### src/rtl/reel_engine_pkg.sv
// slot_pkg: shared FSM states, default pay constants and index sizing helper
package slot_pkg;
  typedef enum logic [1:0] {IDLE, SPIN, STOP, SCORE} state_t;
  localparam int DEF_N_REELS = 4;
  localparam int DEF_BET = 10;
  localparam int DEF_START_CREDIT = 100;
  localparam int DEF_PAIR_PAY = 15;
  localparam int DEF_JACKPOT_PAY = 500;
  function automatic int idx_w(input int n);
    return n > 1 ? $clog2(n) : 1;
  endfunction
  localparam int DEF_IDX_W = idx_w(DEF_N_REELS);
endpackage

### src/rtl/reel_engine_if.sv
// reel_engine_if: timing/player inputs and display/score outputs of the reel engine
interface reel_engine_if #(
  parameter int N_REELS = 4,
  parameter int SYM_W = 4,
  parameter int CREDIT_W = 14
);
  logic tick;
  logic spin_req;
  logic [N_REELS*SYM_W-1:0] sym_in;
  logic [N_REELS*SYM_W-1:0] reel_sym;
  logic [N_REELS-1:0] stopped;
  logic spinning;
  logic [CREDIT_W-1:0] credit;
  logic is_broke;
  logic win_valid;
  logic [CREDIT_W-1:0] payout;
  modport master(
    output tick, spin_req, sym_in,
    input reel_sym, stopped, spinning, credit, is_broke, win_valid, payout
  );
  modport slave(
    input tick, spin_req, sym_in,
    output reel_sym, stopped, spinning, credit, is_broke, win_valid, payout
  );
endinterface

### src/rtl/reel_engine_scorer.sv
// match_scorer: payout for the displayed reels (pair pay, or jackpot when all match)
module match_scorer #(
  parameter int N_REELS = 4,
  parameter int SYM_W = 4,
  parameter int CREDIT_W = 14,
  parameter int PAIR_PAY = 15,
  parameter int JACKPOT_PAY = 500
) (
  input  logic [N_REELS*SYM_W-1:0] reel_sym,
  output logic [CREDIT_W-1:0]      payout
);
  logic [CREDIT_W-1:0] pair_sum;
  logic all_eq;
  // every matching neighbour adds pair pay; all neighbours matching means all reels equal
  always_comb begin
    pair_sum = '0;
    all_eq = 1'b1;
    for (int i = 0; i < N_REELS - 1; i++) begin
      if (reel_sym[i*SYM_W +: SYM_W] == reel_sym[(i+1)*SYM_W +: SYM_W]) pair_sum = pair_sum + CREDIT_W'(PAIR_PAY);
      else all_eq = 1'b0;
    end
    payout = all_eq ? CREDIT_W'(JACKPOT_PAY) : pair_sum;
  end
endmodule

### src/rtl/reel_engine.sv
// reel_engine: N-reel spin / timed-stop / early-stop / score / credit sequencer
module reel_engine
  import slot_pkg::*;
#(
  parameter int N_REELS = DEF_N_REELS,
  parameter int SYM_W = 4,
  parameter int CREDIT_W = 14,
  parameter int START_CREDIT = DEF_START_CREDIT,
  parameter int BET = DEF_BET,
  parameter int SPIN_TICKS = 4,
  parameter int STOP_TICKS = 2,
  parameter int PAIR_PAY = DEF_PAIR_PAY,
  parameter int JACKPOT_PAY = DEF_JACKPOT_PAY
) (
  input logic clk,
  input logic reset,
  reel_engine_if.slave bus
);
  localparam int KW = idx_w(N_REELS);
  localparam int CW = idx_w(SPIN_TICKS > STOP_TICKS ? SPIN_TICKS : STOP_TICKS);
  state_t state, state_n;
  logic spin_prev;
  logic [CW-1:0] cnt;
  logic [KW-1:0] k;
  logic [CREDIT_W-1:0] score, credit_n;
  logic [CREDIT_W:0] sum;
  logic rise, start, spin_done, stop_ev;
  match_scorer #(
    .N_REELS(N_REELS), .SYM_W(SYM_W), .CREDIT_W(CREDIT_W),
    .PAIR_PAY(PAIR_PAY), .JACKPOT_PAY(JACKPOT_PAY)
  ) u_scorer (
    .reel_sym(bus.reel_sym),
    .payout(score)
  );
  // classify this cycle's events and choose next state and next credit
  always_comb begin
    rise = bus.spin_req & ~spin_prev;
    start = state == IDLE && rise && bus.credit >= CREDIT_W'(BET);
    spin_done = state == SPIN && bus.tick && cnt == CW'(SPIN_TICKS - 1);
    stop_ev = state == STOP && (rise || (bus.tick && cnt == CW'(STOP_TICKS - 1)));
    sum = {1'b0, bus.credit} + {1'b0, score};
    credit_n = start ? bus.credit - CREDIT_W'(BET)
             : state == SCORE ? (sum[CREDIT_W] ? '1 : sum[CREDIT_W-1:0])
             : bus.credit;
    state_n = start ? SPIN
            : spin_done ? STOP
            : (stop_ev && k == KW'(N_REELS - 1)) ? SCORE
            : state == SCORE ? IDLE
            : state;
  end
  // state register
  always_ff @(posedge clk) state <= reset ? IDLE : state_n;
  // edge history, tick/reel counters, reel display and score outputs
  always_ff @(posedge clk) begin
    if (reset) begin
      spin_prev <= 1'b0;
      cnt <= '0;
      k <= '0;
      bus.stopped <= '1;
      bus.reel_sym <= '0;
      bus.spinning <= 1'b0;
      bus.credit <= CREDIT_W'(START_CREDIT);
      bus.is_broke <= START_CREDIT < BET;
      bus.win_valid <= 1'b0;
      bus.payout <= '0;
    end else begin
      spin_prev <= bus.spin_req;
      for (int i = 0; i < N_REELS; i++)
        if (!bus.stopped[i]) bus.reel_sym[i*SYM_W +: SYM_W] <= bus.sym_in[i*SYM_W +: SYM_W];
      cnt <= (start || spin_done || stop_ev) ? '0
           : ((state == SPIN || state == STOP) && bus.tick) ? cnt + CW'(1)
           : cnt;
      k <= start ? '0 : stop_ev ? k + KW'(1) : k;
      if (start) bus.stopped <= '0;
      else if (stop_ev) bus.stopped[k] <= 1'b1;
      bus.spinning <= start ? 1'b1 : state == SCORE ? 1'b0 : bus.spinning;
      bus.credit <= credit_n;
      bus.is_broke <= credit_n < CREDIT_W'(BET);
      bus.win_valid <= state == SCORE;
      if (state == SCORE) bus.payout <= score;
    end
  end
endmodule

### src/flat_wrapper.sv
// flat-port wrapper written by rule: the top's interface ports become plain ports
module reel_engine_flat import slot_pkg::*;
#(
  parameter int N_REELS = DEF_N_REELS,
  parameter int SYM_W = 4,
  parameter int CREDIT_W = 14,
  parameter int START_CREDIT = DEF_START_CREDIT,
  parameter int BET = DEF_BET,
  parameter int SPIN_TICKS = 4,
  parameter int STOP_TICKS = 2,
  parameter int PAIR_PAY = DEF_PAIR_PAY,
  parameter int JACKPOT_PAY = DEF_JACKPOT_PAY
)
  (clk, reset, bus_tick, bus_spin_req, bus_sym_in, bus_reel_sym, bus_stopped, bus_spinning, bus_credit, bus_is_broke, bus_win_valid, bus_payout);
  reel_engine_if #(.N_REELS(N_REELS), .SYM_W(SYM_W), .CREDIT_W(CREDIT_W)) bus_i ();
  input logic clk;
  input logic reset;
  input wire logic [$bits(bus_i.tick)-1:0] bus_tick;
  input wire logic [$bits(bus_i.spin_req)-1:0] bus_spin_req;
  input wire logic [$bits(bus_i.sym_in)-1:0] bus_sym_in;
  output wire logic [$bits(bus_i.reel_sym)-1:0] bus_reel_sym;
  output wire logic [$bits(bus_i.stopped)-1:0] bus_stopped;
  output wire logic [$bits(bus_i.spinning)-1:0] bus_spinning;
  output wire logic [$bits(bus_i.credit)-1:0] bus_credit;
  output wire logic [$bits(bus_i.is_broke)-1:0] bus_is_broke;
  output wire logic [$bits(bus_i.win_valid)-1:0] bus_win_valid;
  output wire logic [$bits(bus_i.payout)-1:0] bus_payout;
  assign bus_i.tick = bus_tick;
  assign bus_i.spin_req = bus_spin_req;
  assign bus_i.sym_in = bus_sym_in;
  assign bus_reel_sym = bus_i.reel_sym;
  assign bus_stopped = bus_i.stopped;
  assign bus_spinning = bus_i.spinning;
  assign bus_credit = bus_i.credit;
  assign bus_is_broke = bus_i.is_broke;
  assign bus_win_valid = bus_i.win_valid;
  assign bus_payout = bus_i.payout;
  reel_engine #(.N_REELS(N_REELS), .SYM_W(SYM_W), .CREDIT_W(CREDIT_W), .START_CREDIT(START_CREDIT), .BET(BET), .SPIN_TICKS(SPIN_TICKS), .STOP_TICKS(STOP_TICKS), .PAIR_PAY(PAIR_PAY), .JACKPOT_PAY(JACKPOT_PAY)) u_core (.clk(clk), .reset(reset), .bus(bus_i));
endmodule
### config.mk
export PLATFORM = sky130hd
export DESIGN_NAME = reel_engine_flat
export DESIGN_NICKNAME = d
export VERILOG_FILES = /design/src/rtl/reel_engine_pkg.sv /design/src/rtl/reel_engine_if.sv /design/src/rtl/reel_engine_scorer.sv /design/src/rtl/reel_engine.sv /design/src/flat_wrapper.sv
export SDC_FILE = /design/constraint.sdc
export NUM_CORES = 1
export LEC_CHECK = 0
export CELL_PAD_IN_SITES_DETAIL_PLACEMENT = 1
export CELL_PAD_IN_SITES_GLOBAL_PLACEMENT = 2
export CORE_MARGIN = 3
export CORE_UTILIZATION = 32
export CTS_CLUSTER_DIAMETER = 30
export CTS_CLUSTER_SIZE = 40
export DETAILED_ROUTE_END_ITERATION = 8
export GPL_TIMING_DRIVEN = 0
export PLACE_DENSITY_LB_ADDON = 0.1
export SYNTH_ARGS = -nofsm -noshare
export SYNTH_HDL_FRONTEND = slang
export SYNTH_SLANG_ARGS = --single-unit
### constraint.sdc
create_clock -name clk -period 10 [get_ports clk]
set_input_delay 1 -clock clk [delete_from_list [all_inputs] [get_ports clk]]
set_output_delay 1 -clock clk [all_outputs]
set_load 0.01 [all_outputs]
==> run_results.csv, run 1 <==
group,metric,value,unit
clock_network,cts_buffers,5,
grt,antenna_found_initial,0,
route,via_count,3021,
critical_path,endpoint_kind,"register",
placement,port_buffers,65,
critical_path,reg2reg_slack,4930,ps
clock_network,root_buffer,"clkbuf_8",
final_layout,nets,498,
hold_path,hold_end,"u_core.bus.payout[5]",
power,power_density,140,mW/mm^2
critical_path,cp.arrival,5260,ps
final_layout,syn_to_final_growth,28.7,%
route,wl_per_cell,16.7,um
hold_path,worstHoldStart,"u_core.bus.payout[5]",
die,die_y,106,um
die,coreArea,0.00946,sq mm
clock_network,cts_sinks,51,
logic_synthesis,synth_cells,380,
route,drtAntennaViolNets,0,
critical_path,crit_path_cell_trace,"xnor2_1, and4_1, clkbuf_1, inv_1, fa_1, nor2_1, ha_1, inv_1, fa_1, nor2b_1, o31ai_1, a2111oi_0, a21oi_2, a41oi_1, a311oi_1, o31ai_1, nor4b_2",
logic_synthesis,synth.largest_area_cell,"dfxtp_1",
die,start_util,0.338,
logic_synthesis,synth-seq-cells,51,
sta,tns,0,ps
hold_path,min_path_type,"reg -> reg",
clock_network,cts_htree_levels,2,
logic_synthesis,synth_edf_count,0,
power,p_leak,0.00164,uW
sta,hold_viol,0,
die,num_rows,35,
sta,post-route-period-util,0.507,
sta,fin_ws,4930,ps
placement,detailedPlace.worstSlack,4910,ps
route,dr.pass1.iters,4,
critical_path,r2r-end,"u_core.bus.is_broke",
power,finalPower,576,uW
placement,dp_hpwl,7770,um
route,routed_via_density,5.16,
die,dieArea,0.0112,sq mm
sta,setup-violations-final,0,
critical_path,crit_path_top_delay_cell,"a2111oi_0",
sta,slew-limit-headroom,0.393,
logic_synthesis,netlist.area_leader.share,0.319,
critical_path,path_max_fanout,7,
die,die_w,106,um
sta,rsz0062_at_grt,"no",
grt,track_usage,0.182,
clock_network,cts_hold_buf,0,
clock_network,clock_path_buffers,2,
sta,fmax,197,MHz
final_layout,num-fill-cells,1168,
route,drtIter0Drc,68,
clock_network,clkTransAtPathRegs,100,ps
die,num_io_pins,71,
sta,worst_pin_slew,887,ps
route,wl,9770,um
critical_path,required,10190,ps
clock_network,cts_resized,0,
logic_synthesis,ys_top_cells_by_area,"dfxtp_1, ha_1, mux2i_1",
power,peakVddDrop,54.5,uV
logic_synthesis,synth_cell_types,63,
clock_network,clock_latency,310,ps
logic_synthesis,synthFlopType,"dfxtp_1",
logic_synthesis,avgSynthCellArea,8.41,sq um
clock_network,cts_setup_buffers,0,
critical_path,worstSetupPathType,"reg -> reg",
job,maxCapViolCount,0,
sta,fin_crit,5070,ps
grt,grt_pass1_wl,16300,um
logic_synthesis,synthArstFlopShare,0,
critical_path,start_kind,"register",
logic_synthesis,seq_area_frac_synth,0.319,
logic_synthesis,yosysWarnings,0,
placement,gp_congestion,0.761,
sta,skew,8.43,ps
hold_path,hold_depth,2,
clock_network,cts_tree,"done",
critical_path,timing.rr.start,"u_core.bus.reel_sym[11]",
grt,grt_pass1_vias,3141,
status,outcome,"completed",
final_layout,n_antenna_cell,0,
logic_synthesis,netlist_area,0.00320,sq mm
final_layout,layout-drive-gt1-share,0.0635,
grt,grt_max_degree,18,
grt,grt-ovfl-total,0,
route,drc,0,
sta,slew_viol_final,0,
critical_path,reg2reg_depth,17,
critical_path,slowest_delay,790,ps
==> Yosys cell counts, drive strengths merged, types with 2 or more instances <==
master and count:
a2111oi 3, a211oi 7, a21boi 2, a21o 4, a21oi 23, a22o 2, a311oi 4, a31oi 3
a41oi 2, and2 4, and3 3, and4 2, buf 12, clkbuf 15, dfxtp 51, fa 2
ha 20, inv 21, mux2i 21, nand2 18, nand2b 6, nand3 10, nand4 3, nor2 47
nor2b 4, nor3 13, nor4 5, o211ai 2, o21a 3, o21ai 19, o21bai 2, o31ai 3
or2 3, or3 4, xnor2 15, xor2 3
==> power breakdown <==
part	switching, uW	total [uW]	internal (uW)
Combinational	128	224	96.4
Sequential	12.7	226	213
Clock	75.2	126	50.4
Total	216	576	360
==> layout by cell type (no fill, tap or decap), drive strengths merged, types with 3 or more instances in the layout <==
master,n
a2111oi,3
a211oi,7
a21o,4
a21oi,23
a311oi,4
a31oi,3
and2,4
and3,3
buf,12
clkbuf,20
clkdlybuf4s50,65
conb,5
dfxtp,51
ha,20
inv,22
mux2i,21
nand2,18
nand2b,6
nand3,10
nand4,3
nor2,47
nor2b,4
nor3,13
nor4,5
o21a,3
o21ai,19
o31ai,3
or2,3
or3,4
xnor2,15
xor2,3
==> registers in the layout, summed over array words and instances, names as in the netlist, 2 cells and up <==
signal and count:
u_core.bus.reel_sym 16, u_core.bus.stopped 4, u_core.bus.payout 7, u_core.bus.credit 14, u_core.k 2, u_core.state 2
u_core.cnt 2
==> logic make-up (layout without fill, tap and decap cells) <==
family | after synthesis | count (layout) | synth area share
AND/OR/NAND/NOR | 127 | 127 | 0.202
AO/OA/AOI/OAI | 91 | 91 | 0.198
flip-flops | 51 | 51 | 0.319
buffers and inverters | 48 | 121 | 0.0701
adder cells (fa/ha/maj) | 22 | 22 | 0.0908
multiplexers | 22 | 22 | 0.0693
XOR/XNOR | 18 | 18 | 0.0493
other | 1 | 5 | 0.00117
==> worst max-delay path by stage <==
stage / from / end / slack, ps / cells past startpoint
global route: u_core.bus.reel_sym[11] / u_core.bus.is_broke / 4420 / 17
detailed placement: u_core.bus.reel_sym[11] / u_core.bus.is_broke / 4910 / 17
CTS: u_core.bus.reel_sym[11] / u_core.bus.is_broke / 4880 / 17
global placement: u_core.bus.reel_sym[8] / u_core.bus.is_broke / 4950 / 17
finish: u_core.bus.reel_sym[11] / u_core.bus.is_broke / 4930 / 17
floorplan: u_core.bus.reel_sym[11] / u_core.bus.is_broke / 5830 / 17
==> metrics by stage <==
| stage | std cells | cell area (sq um) | utilization | hold slack, ps |
|---|---|---|---|---|
| floorplan | 384 | 3210 | - | 494 |
| global placement | 578 | 4020 | 0.425 | 462 |
| detailed placement | 578 | 4020 | 0.425 | 475 |
| CTS | 586 | 4120 | 0.435 | 490 |
| global route | 586 | 4120 | 0.435 | 523 |
| finish | 586 | 4120 | 0.435 | 481 |
==> worst max-delay path: cells and delay by family, from the launching register on <==
| family | cells | cell delay, ps |
|---|---|---|
| adder cells (fa/ha/maj) | 3 | 1150 |
| XOR/XNOR | 1 | 150 |
| AO/OA/AOI/OAI | 6 | 1930 |
| flip-flops | 1 | 440 |
| buffers and inverters | 3 | 610 |
| AND/OR/NAND/NOR | 4 | 680 |
==> layer usage <==
| layer | vias up | track usage | wire [um] |
|---|---|---|---|
| li1 | 1494 | - | - |
| met1 | 1458 | 0.235 | 4570 |
| met2 | 63 | 0.314 | 4700 |
| met3 | 6 | 0.0407 | 430 |
| met4 | 0 | 0.0333 | 74 |
| met5 | - | 0 | 0 |
==> area by class of cell <==
| class | count | area, sq um | area share |
|---|---|---|---|
| well taps | 129 | 161 | 0.0392 |
| flip-flops and latches | 51 | 1020 | 0.248 |
| multi-input cells | 285 | 1970 | 0.478 |
| clock buffers | 5 | 68.8 | 0.0167 |
| inverters | 21 | 78.8 | 0.0192 |
| repair buffers | 65 | 651 | 0.158 |
| clock inverters | 3 | 22.5 | 0.00547 |
| plain buffers | 27 | 145 | 0.0353 |
Note: power is estimated with default switching activity, not from simulation.
==> run 2: changes to the inputs <==
--- a/config.mk
+++ b/config.mk
@@ -8,7 +8,7 @@
 export CELL_PAD_IN_SITES_DETAIL_PLACEMENT = 1
 export CELL_PAD_IN_SITES_GLOBAL_PLACEMENT = 2
 export CORE_MARGIN = 3
-export CORE_UTILIZATION = 32
+export CORE_UTILIZATION = 30
 export CTS_CLUSTER_DIAMETER = 30
 export CTS_CLUSTER_SIZE = 40
 export DETAILED_ROUTE_END_ITERATION = 8
==> constraint.sdc (replaced) <==
create_clock -name clk -period 5.2 [get_ports clk]
set_input_delay 0.52 -clock clk [delete_from_list [all_inputs] [get_ports clk]]
set_output_delay 0.52 -clock clk [all_outputs]
set_load 0.01 [all_outputs]
==> run 2 against run 1 <==
  * Die area is 6.3% higher
  * First-iteration DRC count is 8.8% lower
  * Via count is 0.66% higher
  * Clock power is 94% higher
  * Hold slack worse by 2.3 ps
  * Cell count is 1.2% higher
  * Clock skew is 2.9 ps lower
  * Utilization is 3.5 points lower
  * Non-clock buffer count stayed put
  * Highest routed layer unchanged
==> run_results.csv, run 2 (synthesized netlist as in run 1, its figures left out) <==
group,metric,value,unit
route,drtIter0Drc,62,
critical_path,cp.arrival,5050,ps
route,wl_per_cell,17.0,um
final_layout,max_flop_register,"u_core.bus.reel_sym",
grt,grt_pass1_wl,16300,um
sta,tns,0,ps
power,power_density,272,mW/mm^2
sta,hold_slack,479,ps
status,outcome,"completed",
final_layout,syn_to_final_growth,29.3,%
route,via_count,3041,
critical_path,endpoint_kind,"register",
sta,skew,5.49,ps
final_layout,largest_reg_flops,16,
die,coreArea,0.0103,sq mm
final_layout,layout-drive-gt1-share,0.0656,
placement,dp_hpwl,7930,um
clock_network,clkTransAtPathRegs,100,ps
grt,grt_pass1_vias,3170,
critical_path,timing.rr.start,"u_core.bus.reel_sym[10]",
hold_path,worstHoldStart,"u_core.bus.payout[5]",
clock_network,clock_path_buffers,2,
clock_network,cts_tree,"done",
sta,hold_viol,0,
critical_path,path_max_fanout,7,
clock_network,root_buffer,"clkbuf_8",
grt,grt_max_degree,17,
final_layout,top_regs,"u_core.bus.reel_sym: 16 flops, u_core.bus.credit: 14 flops, u_core.bus.payout: 7 flops",
route,dr.pass1.iters,4,
sta,slew_viol_final,0,
job,maxCapViolCount,0,
clock_network,cts_sinks,51,
critical_path,reg2reg_slack,370,ps
power,p_leak,0.00163,uW
route,drc,0,
sta,rsz0062_at_grt,"no",
hold_path,min_path_type,"reg -> reg",
placement,gp_congestion,0.787,
power,peakVddDrop,108,uV
die,dieArea,0.0119,sq mm
clock_network,cts_setup_buffers,0,
clock_network,cts_htree_levels,2,
route,drtAntennaViolNets,0,
critical_path,reg2reg_depth,17,
die,start_util,0.310,
route,wl,10100,um
hold_path,hold_depth,2,
sta,fmax,207,MHz
sta,setup-violations-final,0,
critical_path,worstSetupPathType,"reg -> reg",
grt,antenna_found_initial,0,
final_layout,final_cell_mix,"clkdlybuf4s50_1, dfxtp_1, nor2_1",
die,die_y,109,um
sta,post-route-period-util,0.928,
final_layout,layout_commonest_cell,"clkdlybuf4s50_1",
die,die_w,109,um
power,finalPower,1120,uW
grt,track_usage,0.178,
route,routed_via_density,5.13,
clock_network,clock_latency,310,ps
sta,fin_crit,4830,ps
critical_path,start_kind,"register",
sta,slew-limit-headroom,0.494,
die,num_rows,37,
clock_network,cts_buffers,5,
sta,worst_pin_slew,758,ps
die,num_io_pins,71,
final_layout,n_antenna_cell,0,
final_layout,nets,498,
placement,port_buffers,65,
critical_path,required,5430,ps
hold_path,hold_end,"u_core.bus.payout[5]",
critical_path,r2r-end,"u_core.bus.is_broke",
grt,grt-ovfl-total,0,
-- run 2: cell count changes in the layout (fill, tap and decap cells not counted) --
cell,change
a2111oi_0,-1
o31ai_1,-1
o31ai_2,+1
clkinv_4,-1
clkinvlp_4,+1
clkinv_2,-1
a2111oi_2,+1
clkbuf_1,+1
-- run 2: worst max-delay path by stage --
stage,cells past startpoint,to,startpoint
final,17,u_core.bus.is_broke,u_core.bus.reel_sym[10]
after floorplan,17,u_core.bus.is_broke,u_core.bus.reel_sym[11]
after global placement,17,u_core.bus.is_broke,u_core.bus.reel_sym[8]
after global routing,17,u_core.bus.is_broke,u_core.bus.reel_sym[8]
after CTS,17,u_core.bus.is_broke,u_core.bus.reel_sym[8]
after detailed placement,17,u_core.bus.is_broke,u_core.bus.reel_sym[8]
-- run 2: per-stage QoR --
stage | worst slack, ps | cells | util | cell area [sq um]
2_1_floorplan | 1030 | 384 | - | 3210
3_3_place_gp | 52.8 | 585 | 0.391 | 4030
3_5_place_dp | 40.9 | 585 | 0.391 | 4030
4_1_cts | 25.9 | 593 | 0.399 | 4120
5_1_grt | 10.8 | 593 | 0.400 | 4130
6_report | 375 | 593 | 0.400 | 4130
-- run 2: layout make-up --
class | instances | area, sq um
fill | 1250 | 6190
multi-input combinational | 285 | 1980
sequential | 51 | 1020
timing repair buffer | 65 | 651
tap | 136 | 170
buffer | 27 | 145
inverter | 21 | 78.8
clock buffer | 6 | 72.6
clock inverter | 2 | 16.3
-- run 2: power by group --
part           internal, uW  switching (uW)  leakage (uW)
clock                  97.3             147     0.0000418
sequential              410            24.8      0.000416
combinational           188             257       0.00117
-- run 2: layer usage --
| metal | wire, um | vias up | share of wire | global-route usage |
|---|---|---|---|---|
| li1 | - | 1497 | - | - |
| met1 | 4720 | 1466 | 0.47 | 0.222 |
| met2 | 4880 | 72 | 0.48 | 0.312 |
| met3 | 349 | 6 | 0.035 | 0.0343 |
| met4 | 123 | 0 | 0.012 | 0.0463 |
| met5 | 0 | - | 0 | 0 |
-- run 2: critical path, stage by stage, from the launching register on --
cell,delay (ps)
dfxtp_1,450
xnor2_1,150
and4_1,230
clkbuf_1,320
inv_1,210
fa_1,510
nor2_1,250
ha_1,250
inv_1,60
fa_1,400
nor2b_1,200
o31ai_2,130
a21o_1,210
o2bb2ai_1,550
a41oi_1,210
mux2i_1,230
nand4_1,130
nor4b_2,260
-- run 2: what timing repair did --
action	4_1_cts	5_1_grt
endpoints found under the setup margin	0	3
resized for setup	0	3
hold endpoints to repair	0	0
hold buffers	0	0
==> run 3: changes to the inputs <==
--- a/config.mk
+++ b/config.mk
@@ -5,6 +5,7 @@
 export SDC_FILE = /design/constraint.sdc
 export NUM_CORES = 1
 export LEC_CHECK = 0
+export ABC_CLOCK_PERIOD_IN_PS = 5200
 export CELL_PAD_IN_SITES_DETAIL_PLACEMENT = 1
 export CELL_PAD_IN_SITES_GLOBAL_PLACEMENT = 2
 export CORE_MARGIN = 3
==> results of run 3 <==
Same layout as run 2: the final DEF is identical, and so are final timing and power.
